$ cat config.mk
export PLATFORM = sky130hd
export DESIGN_NAME = sram_like_axi_bridge
export DESIGN_NICKNAME = d
export VERILOG_FILES = /design/src/rtl/sram_like_axi_bridge.sv
export SDC_FILE = /design/constraint.sdc
export NUM_CORES = 1
export LEC_CHECK = 0
export ABC_AREA = 1
export ABC_CLOCK_PERIOD_IN_PS = 2200
export CAP_MARGIN = 20
export CORE_ASPECT_RATIO = 0.7
export CORE_MARGIN = 4
export CORE_UTILIZATION = 38
export CTS_BUF_LIST = sky130_fd_sc_hd__clkbuf_16
export CTS_CLUSTER_SIZE = 12
export DETAILED_ROUTE_END_ITERATION = 10
export PLACE_DENSITY = 0.83
export REMOVE_ABC_BUFFERS = 1
export SLEW_MARGIN = 0
export SYNTH_ARGS = -nofsm -noshare
export SYNTH_HDL_FRONTEND = slang
export SYNTH_SLANG_ARGS = --single-unit
$ cat constraint.sdc
create_clock -name clk -period 2.2 [get_ports clk]
set_input_delay 0.33 -clock clk [delete_from_list [all_inputs] [get_ports clk]]
set_output_delay 0.33 -clock clk [all_outputs]
set_load 0.02 [all_outputs]
$ cat src/rtl/sram_like_axi_bridge.sv
// sram_like_axi_bridge: turns one sram-like request into one single-beat
// AXI4 read or write, and reports completion to the core with data_ok.
//
// Ports:
//   clk, rst        : clock, synchronous active-high reset
//   req/wr/size/addr/wdata : sram-like request from the core
//   addr_ok/data_ok/rdata  : sram-like accept, completion and read data
//   ar*/r*          : AXI read address and read data channels
//   aw*/w*/b*       : AXI write address, write data and write response

module sram_like_axi_bridge #(
    parameter int                     ID_WIDTH = 4,
    parameter logic [ID_WIDTH-1:0]    AXI_ID   = ID_WIDTH'(1)
) (
    input  logic                clk,
    input  logic                rst,
    // sram-like side
    input  logic                req,
    input  logic                wr,
    input  logic [1:0]          size,
    input  logic [31:0]         addr,
    input  logic [31:0]         wdata,
    output logic                addr_ok,
    output logic                data_ok,
    output logic [31:0]         rdata,
    // AXI read address
    output logic [ID_WIDTH-1:0] arid,
    output logic [31:0]         araddr,
    output logic [7:0]          arlen,
    output logic [2:0]          arsize,
    output logic [1:0]          arburst,
    output logic                arvalid,
    input  logic                arready,
    // AXI read data
    input  logic [ID_WIDTH-1:0] rid,
    input  logic [31:0]         rdata_axi,
    input  logic [1:0]          rresp,
    input  logic                rlast,
    input  logic                rvalid,
    output logic                rready,
    // AXI write address
    output logic [ID_WIDTH-1:0] awid,
    output logic [31:0]         awaddr,
    output logic [7:0]          awlen,
    output logic [2:0]          awsize,
    output logic [1:0]          awburst,
    output logic                awvalid,
    input  logic                awready,
    // AXI write data
    output logic [ID_WIDTH-1:0] wid,
    output logic [31:0]         wdata_axi,
    output logic [3:0]          wstrb,
    output logic                wlast,
    output logic                wvalid,
    input  logic                wready,
    // AXI write response
    input  logic [ID_WIDTH-1:0] bid,
    input  logic [1:0]          bresp,
    input  logic                bvalid,
    output logic                bready
);

    typedef enum logic [2:0] {
        IDLE    = 3'd0,
        RD_ADDR = 3'd1,
        RD_DATA = 3'd2,
        WR_REQ  = 3'd3,
        WR_RESP = 3'd4,
        DONE    = 3'd5
    } state_e;

    state_e      state_q, state_d;

    logic [1:0]  size_q;
    logic [31:0] addr_q;
    logic [31:0] wdata_q;
    logic [3:0]  wstrb_q, wstrb_d;
    logic [31:0] rdata_q;
    logic        aw_done_q, aw_done_d;
    logic        w_done_q, w_done_d;
    logic        accept;

    // Response ids/status and rlast carry nothing this block acts on.
    logic unused_inputs;
    assign unused_inputs = ^{rid, rresp, rlast, bid, bresp};

    assign accept = (state_q == IDLE) && req;

    // Byte lanes for the incoming request; size 3 behaves as a word.
    always_comb begin
        wstrb_d = 4'b1111;
        case (size)
            2'd0:    wstrb_d = 4'b0001 << addr[1:0];
            2'd1:    wstrb_d = 4'b0011 << addr[1:0];
            default: wstrb_d = 4'b1111;
        endcase
    end

    // Handshake flags persist while in WR_REQ so AW and W can finish in
    // either order; they clear whenever the FSM is elsewhere.
    always_comb begin
        aw_done_d = 1'b0;
        w_done_d  = 1'b0;
        if (state_q == WR_REQ) begin
            aw_done_d = aw_done_q | awready;
            w_done_d  = w_done_q  | wready;
        end
    end

    // State register
    always_ff @(posedge clk) begin
        if (rst) begin
            state_q <= IDLE;
        end else begin
            state_q <= state_d;
        end
    end

    // Next-state logic
    always_comb begin
        state_d = state_q;
        case (state_q)
            IDLE: begin
                if (req) begin
                    state_d = wr ? WR_REQ : RD_ADDR;
                end
            end
            RD_ADDR: begin
                if (arready) begin
                    state_d = RD_DATA;
                end
            end
            RD_DATA: begin
                if (rvalid) begin
                    state_d = DONE;
                end
            end
            WR_REQ: begin
                if (aw_done_d && w_done_d) begin
                    state_d = WR_RESP;
                end
            end
            WR_RESP: begin
                if (bvalid) begin
                    state_d = DONE;
                end
            end
            DONE:    state_d = IDLE;
            default: state_d = IDLE;
        endcase
    end

    // Request capture, read data and write handshake flags
    always_ff @(posedge clk) begin
        if (rst) begin
            size_q    <= 2'd0;
            addr_q    <= 32'd0;
            wdata_q   <= 32'd0;
            wstrb_q   <= 4'd0;
            rdata_q   <= 32'd0;
            aw_done_q <= 1'b0;
            w_done_q  <= 1'b0;
        end else begin
            if (accept) begin
                size_q  <= size;
                addr_q  <= addr;
                wdata_q <= wdata;
                wstrb_q <= wstrb_d;
            end
            if ((state_q == RD_DATA) && rvalid) begin
                rdata_q <= rdata_axi;
            end
            aw_done_q <= aw_done_d;
            w_done_q  <= w_done_d;
        end
    end

    // Output logic
    always_comb begin
        addr_ok   = accept;
        data_ok   = (state_q == DONE);
        rdata     = rdata_q;

        arid      = AXI_ID;
        araddr    = addr_q;
        arlen     = 8'd0;
        arsize    = {1'b0, size_q};
        arburst   = 2'b01;
        arvalid   = (state_q == RD_ADDR);
        rready    = (state_q == RD_DATA);

        awid      = AXI_ID;
        awaddr    = addr_q;
        awlen     = 8'd0;
        awsize    = {1'b0, size_q};
        awburst   = 2'b01;
        awvalid   = (state_q == WR_REQ) && !aw_done_q;

        wid       = AXI_ID;
        wdata_axi = wdata_q;
        wstrb     = wstrb_q;
        wlast     = 1'b1;
        wvalid    = (state_q == WR_REQ) && !w_done_q;

        bready    = (state_q == WR_RESP);
    end

endmodule

==> results.json, run 1 <==
{
  "status": "finished clean",
  "vias_per_cell": 4.451,
  "crit_arrival_ns": 1.73,
  "die_area_um2": 13360,
  "grt_max_degree": 73,
  "yosys.area.top_type_share_pct": 48.82,
  "dr.first_iter.drc_count": 169,
  "fillers": 1022,
  "gp_congestion": 0.8145,
  "drt-wirelength-per-cell_um": 14.02,
  "synth_cells": 575,
  "hold_end": "wdata_axi[7]",
  "synth_cell_types": 20,
  "seqPwrFrac_pct": 35.1,
  "p_int_uw": 4535,
  "ant_nets": 0,
  "reg2reg_depth": 6,
  "r2r_slack_ns": 0.44,
  "power.switching_uw": 2908,
  "reg2reg_to": "wstrb[3]",
  "multi_input_area_um2": 1625,
  "cp-start-kind": "flip-flop",
  "post-route-min-period_ns": 2.056,
  "stdcell_count": 931,
  "netSwitchingFraction_pct": 39.07,
  "cts_sinks": 107,
  "comb_power_share_pct": 45.0,
  "seq_area_um2": 2143,
  "power.density_nw_per_um2": 1088,
  "nNetsFinal": 893,
  "worstSkewPairLatency_ns": 0.34,
  "drive_above_1_share_pct": 4.242,
  "crit_type": "flip-flop to primary output",
  "synthArstFlopShare_pct": 0,
  "antenna_found_initial": 0,
  "finalSetupViolCount": 0,
  "tns_ns": 0,
  "die_x_um": 136.4,
  "grt_first_pass_wirelength_um": 19910,
  "grt-ovfl-total": 0,
  "synthTopCellsByCount": "nand2_1 (140), dfxtp_1 (107), nor2_1 (84)",
  "dp_cells": 915,
  "min_from": "wdata_axi[7]",
  "core-area_um2": 11130,
  "tightest_slew_ns": 0.7263,
  "end_kind": "primary output",
  "ctsRootBufferMaster": "clkbuf_16",
  "clock_path_buffers": 2,
  "ys_seq_area_share_pct": 48.82,
  "start_util_pct": 39.42,
  "hold_slack_ns": 0.4641,
  "synth.most_common_cell": "nand2_1",
  "clkTransAtPathRegs_ns": 0.07,
  "syn_to_final_growth_pct": 55.86,
  "die_y_um": 97.91,
  "numCtsBuffers": 9,
  "cts_max_level": 3,
  "top_level_ports": 298,
  "grt_pass1_vias": 3948,
  "crit_required_ns": 1.87,
  "p_leak_uw": 0.002736,
  "grt_setup_unrepaired": "false",
  "synth_top_area_cell": "dfxtp_1",
  "ys.flop_type": "dfxtp_1",
  "synth_edf_count": 0,
  "synth_top_cells_by_area": "dfxtp_1 (49%), buf_4 (14%), nand2_1 (12%)",
  "worstHoldPathType": "flip-flop to flip-flop",
  "irDropWorstVdd_mv": 0.5404,
  "cts_tree": "yes",
  "post_dp_cell_area_um2": 6560,
  "via_count": 4144,
  "ys_seq_elements": 107,
  "drt-total-wl_um": 13050,
  "drv_slew": 0,
  "power_frac_clock_pct": 19.9,
  "hold_viol_final": 0,
  "skew_ns": 0.006970,
  "first_pass_iters": 4,
  "io_buffers": 249,
  "period_share_pct": 93.45,
  "grt_usage_pct": 18.53,
  "fin_total_pwr_uw": 7443,
  "relSlewSlack_pct": 51.58,
  "yosys_warnings": 0,
  "drc": 0,
  "fin_area_um2": 6839,
  "cap_violations": 0,
  "rows": 32,
  "reg2reg_from": "state_q[0]",
  "holdPathStages": 2,
  "syn_area_um2": 4388,
  "diodes": 0,
  "syn-mean-instance-area_um2": 7.631,
  "critPathMaxFanout": 7,
  "ctsHoldBuffers": 0,
  "fmax_mhz": 486.4,
  "dp_hpwl_um": 9483
}
-- cell usage in the layout, fill, tap and decap left out --
cell,instances
o21bai_1,1
inv_1,9
o21ai_1,34
clkinv_1,2
inv_2,7
nand2_1,140
inv_6,1
nor2_1,84
nand2_2,1
conb_1,35
nand3b_1,2
clkinv_4,2
nand3_1,6
dfxtp_2,1
o21ai_0,5
nor2_4,1
buf_2,1
dfxtp_1,106
clkinvlp_4,1
nor2_2,2
buf_4,5
a21oi_1,69
clkdlybuf4s50_1,245
dlymetal6s2s_1,3
nor3_1,4
buf_12,1
clkbuf_16,9
nand3_2,1
-- routing by layer --
metal / vias to the layer above / GRT usage (%) / routed length [um]
li1: 2108 / - / -
met5: - / 0 / 0
met3: 13 / 6.849 / 1091
met2: 153 / 31.72 / 6386
met4: 0 / 4.415 / 140
met1: 1870 / 22.10 / 5432
-- cell type report --
cell class | instances | area share (%)
Tap cell | 153 | 2.799
Timing Repair Buffer | 255 | 37.32
Multi-Input combinational cell | 385 | 23.77
Sequential cell | 107 | 31.34
Inverter | 15 | 0.8233
Clock buffer | 9 | 3.293
Clock inverter | 7 | 0.6586
-- timing repair --
action,CTS,global route
endpoints found under the setup margin,0,4
buffers inserted,0,0
gates resized for setup,0,4
-- metrics by stage --
step	utilization (%)	setup WS, ns
2_1_floorplan	-	-0.3292
3_3_place_gp	58.94	0.1771
3_5_place_dp	58.94	0.1766
4_1_cts	61.36	0.01528
5_1_grt	61.44	0.01448
6_report	61.44	0.1441
-- worst max-delay path: stages, from the launching register on --
cell and delay [ns]:
dfxtp_1 0.45, nand3_1 0.21, nor2_1 0.12, clkdlybuf4s50_1 0.61
-- cells by family after synthesis --
family	synth area share (%)
compound gates	12.49
buf+inv	16.97
flops	48.82
other cells	0.1712
simple gates	21.56
-- power groups by stage --
stage	combinational (uW)	clock, uW	sequential (uW)
floorplan	1140	0	3210
global placement	3340	0	2630
detailed placement	3380	0	2650
CTS	3390	1510	2610
global route	3650	1590	2670
finish	3350	1480	2610
-- registers in the layout, indices dropped and copies added, names as in the netlist --
signal and cells:
araddr 32, rdata 32, wdata_axi 32, wstrb 4, state_q 3, size_q 2, aw_done_q 1, w_done_q 1
-- worst max path at each step --
stage                     from        to  slack, ns  cells past startpoint
finish              state_q[0]   awvalid       0.14                      3
global route        state_q[0]   awvalid       0.01                      3
CTS                 state_q[2]   addr_ok       0.02                      4
detailed placement         req   addr_ok       0.18                      4
global placement           req   addr_ok       0.18                      4
floorplan           state_q[2]  wstrb[3]      -0.33                      5
(Power assumes the default switching activity.)
==> run 2, diff against run 1 <==
--- a/config.mk
+++ b/config.mk
@@ -5,16 +5,15 @@
 export SDC_FILE = /design/constraint.sdc
 export NUM_CORES = 1
 export LEC_CHECK = 0
-export ABC_AREA = 1
 export ABC_CLOCK_PERIOD_IN_PS = 2200
 export CAP_MARGIN = 20
 export CORE_ASPECT_RATIO = 0.7
 export CORE_MARGIN = 4
-export CORE_UTILIZATION = 38
+export CORE_UTILIZATION = 39
 export CTS_BUF_LIST = sky130_fd_sc_hd__clkbuf_16
 export CTS_CLUSTER_SIZE = 12
 export DETAILED_ROUTE_END_ITERATION = 10
-export PLACE_DENSITY = 0.83
+export PLACE_DENSITY = 0.85
 export REMOVE_ABC_BUFFERS = 1
 export SLEW_MARGIN = 0
 export SYNTH_ARGS = -nofsm -noshare
==> run 2 against run 1 <==
  * Global-route usage is essentially flat
  * Die area fell by 1.5%
  * Clock power is 6% higher
  * Clock skew down 0.0010 ns
  * Fmax fell by 5.3%
==> results.json, run 2 <==
{
  "hold_slack_ns": 0.2311,
  "reg2reg_depth": 6,
  "p_leak_uw": 0.002600,
  "first_pass_iters": 4,
  "wl_met2_um": 6604,
  "core-area_um2": 11050,
  "grt-ovfl-total": 0,
  "fmax_mhz": 460.5,
  "cts_sinks": 107,
  "drt-wirelength-per-cell_um": 14.35,
  "io_buffers": 249,
  "ctsRootBufferMaster": "clkbuf_16",
  "drt-total-wl_um": 13170,
  "worstSkewPairLatency_ns": 0.33,
  "die_y_um": 97.18,
  "irDropWorstVdd_mv": 0.4093,
  "cp-start-kind": "input port",
  "synth_top_cells_by_area": "dfxtp_1 (48%), nand2_1 (17%), buf_4 (13%)",
  "ctsHoldBuffers": 0,
  "dr.first_iter.drc_count": 141,
  "finalSetupViolCount": 0,
  "post_dp_cell_area_um2": 6649,
  "critPathMaxFanout": 2,
  "synthArstFlopShare_pct": 0,
  "period_share_pct": 98.72,
  "ys.flop_type": "dfxtp_1",
  "cts_max_level": 3,
  "crit_type": "input port to primary output",
  "relSlewSlack_pct": 52.74,
  "holdPathStages": 2,
  "cap_violations": 0,
  "grt_usage_pct": 18.53,
  "end_kind": "primary output",
  "dr.max_layer_used": "met4",
  "drv_slew": 0,
  "layout_setup_ws_ns": 0.02827,
  "die_area_um2": 13160,
  "startpoint": "req",
  "dp_hpwl_um": 9995,
  "start_util_pct": 40.09,
  "post_cts_buffers": 0,
  "crit_arrival_ns": 1.84,
  "synth_cells": 563,
  "wl_met1_um": 5425,
  "final_cell_mix": "clkdlybuf4s50_1 (244), nand2_1 (198), dfxtp_1 (107), a21oi_1 (99), conb_1 (35)",
  "synth.most_common_cell": "nand2_1",
  "fin_area_um2": 6953,
  "power.density_nw_per_um2": 810.0,
  "tns_ns": 0,
  "worstHoldPathType": "input port to flip-flop",
  "dpl_worst_slack_ns": -0.3405,
  "top_level_ports": 298,
  "cts_tree": "yes",
  "syn-mean-instance-area_um2": 7.869,
  "synth_top_area_cell": "dfxtp_1",
  "yosys_warnings": 0,
  "numCtsBuffers": 9,
  "crit_required_ns": 1.87,
  "synthTopCellsByCount": "nand2_1 (198), dfxtp_1 (107), a21oi_1 (99)",
  "gp_congestion": 0.7697,
  "rows": 32,
  "grt_max_degree": 69,
  "grt_first_pass_wirelength_um": 20140,
  "dr_wl_met3_um": 972,
  "ys_seq_elements": 107,
  "post-route-min-period_ns": 2.172,
  "antenna_found_initial": 0,
  "synth_cell_types": 33,
  "drive_above_1_share_pct": 4.706,
  "yosys.area.top_type_share_pct": 48.35,
  "fillers": 939,
  "final_common_cell": "clkdlybuf4s50_1",
  "grt_pass1_vias": 4069,
  "tightest_slew_ns": 0.7089,
  "clkTransAtPathRegs_ns": 0.07,
  "drc": 0,
  "nNetsFinal": 880,
  "syn_area_um2": 4430,
  "clock_path_buffers": 2,
  "reg2reg_from": "state_q[2]",
  "syn_to_final_growth_pct": 56.93,
  "grt_setup_unrepaired": "false",
  "via_count": 4201,
  "synth_edf_count": 0,
  "min_from": "rst",
  "status": "finished clean",
  "hold_viol_final": 0,
  "ys_seq_area_share_pct": 48.35,
  "skew_ns": 0.005945,
  "diodes": 0,
  "ant_nets": 0,
  "vias_per_cell": 4.576,
  "die_x_um": 135.4
}
==> run 2: final timing paths <==
kind | to | slack (ns)
worst max register to register | wstrb[1] | 0.20
worst min-delay path | wdata_axi[16] | 0.23
worst max-delay path | addr_ok | 0.03
worst min register to register | rdata[31] | 0.45
==> run 2: final cells by class <==
class	count	area [um^2]	share of cell area [%]
multi-input combinational	379	1702	24.47
timing repair buffer	260	2606	37.48
inverter	3	16.27	0.2339
clock inverter	7	70.07	1.008
sequential	107	2142	30.81
clock buffer	9	225.2	3.239
tap	153	191.4	2.753
==> run 2: critical path, cell delays in order <==
cell	delay, ns
clkdlybuf4s50_1	0.49
or4b_2	0.67
inv_6	0.08
clkdlybuf4s15_2	0.27
==> run 2: cell families (layout without fill, tap and decap cells) <==
kind of cell,count (synthesis),count (layout),synth area share [%]
AO/OA/AOI/OAI,113,113,13.67
buffers and inverters,110,279,16.38
flip-flops,107,107,48.35
multiplexers,3,3,0.7060
other,2,35,0.1695
AND/OR/NAND/NOR,228,228,20.73
==> run 2: where the power goes <==
part	switching (uW)	internal, uW
Clock	689	880
Combinational	991	819
Sequential	118	2130
Total	1800	3830
==> run 2: what timing repair did <==
item                       in CTS  in global routing
gates resized for setup         3                  3
pin swaps                       0                  0
setup endpoints to repair       1                  3
==> run 2: stage by stage <==
| step | utilization (%) | cells | power [uW] |
|---|---|---|---|
| finish | 62.92 | 918 | 5632 |
| CTS | 62.85 | 918 | 5685 |
| detailed placement | 60.17 | 902 | 4113 |
| global placement | 60.17 | 902 | 4061 |
| global route | 62.92 | 918 | 5891 |
| floorplan | - | 489 | 3129 |
==> run 2: metal layers <==
layer	vias up	GRT usage, %
li1	2096	-
met1	1929	21.66
met2	159	33.30
met3	17	5.745
met4	0	3.796
met5	-	0
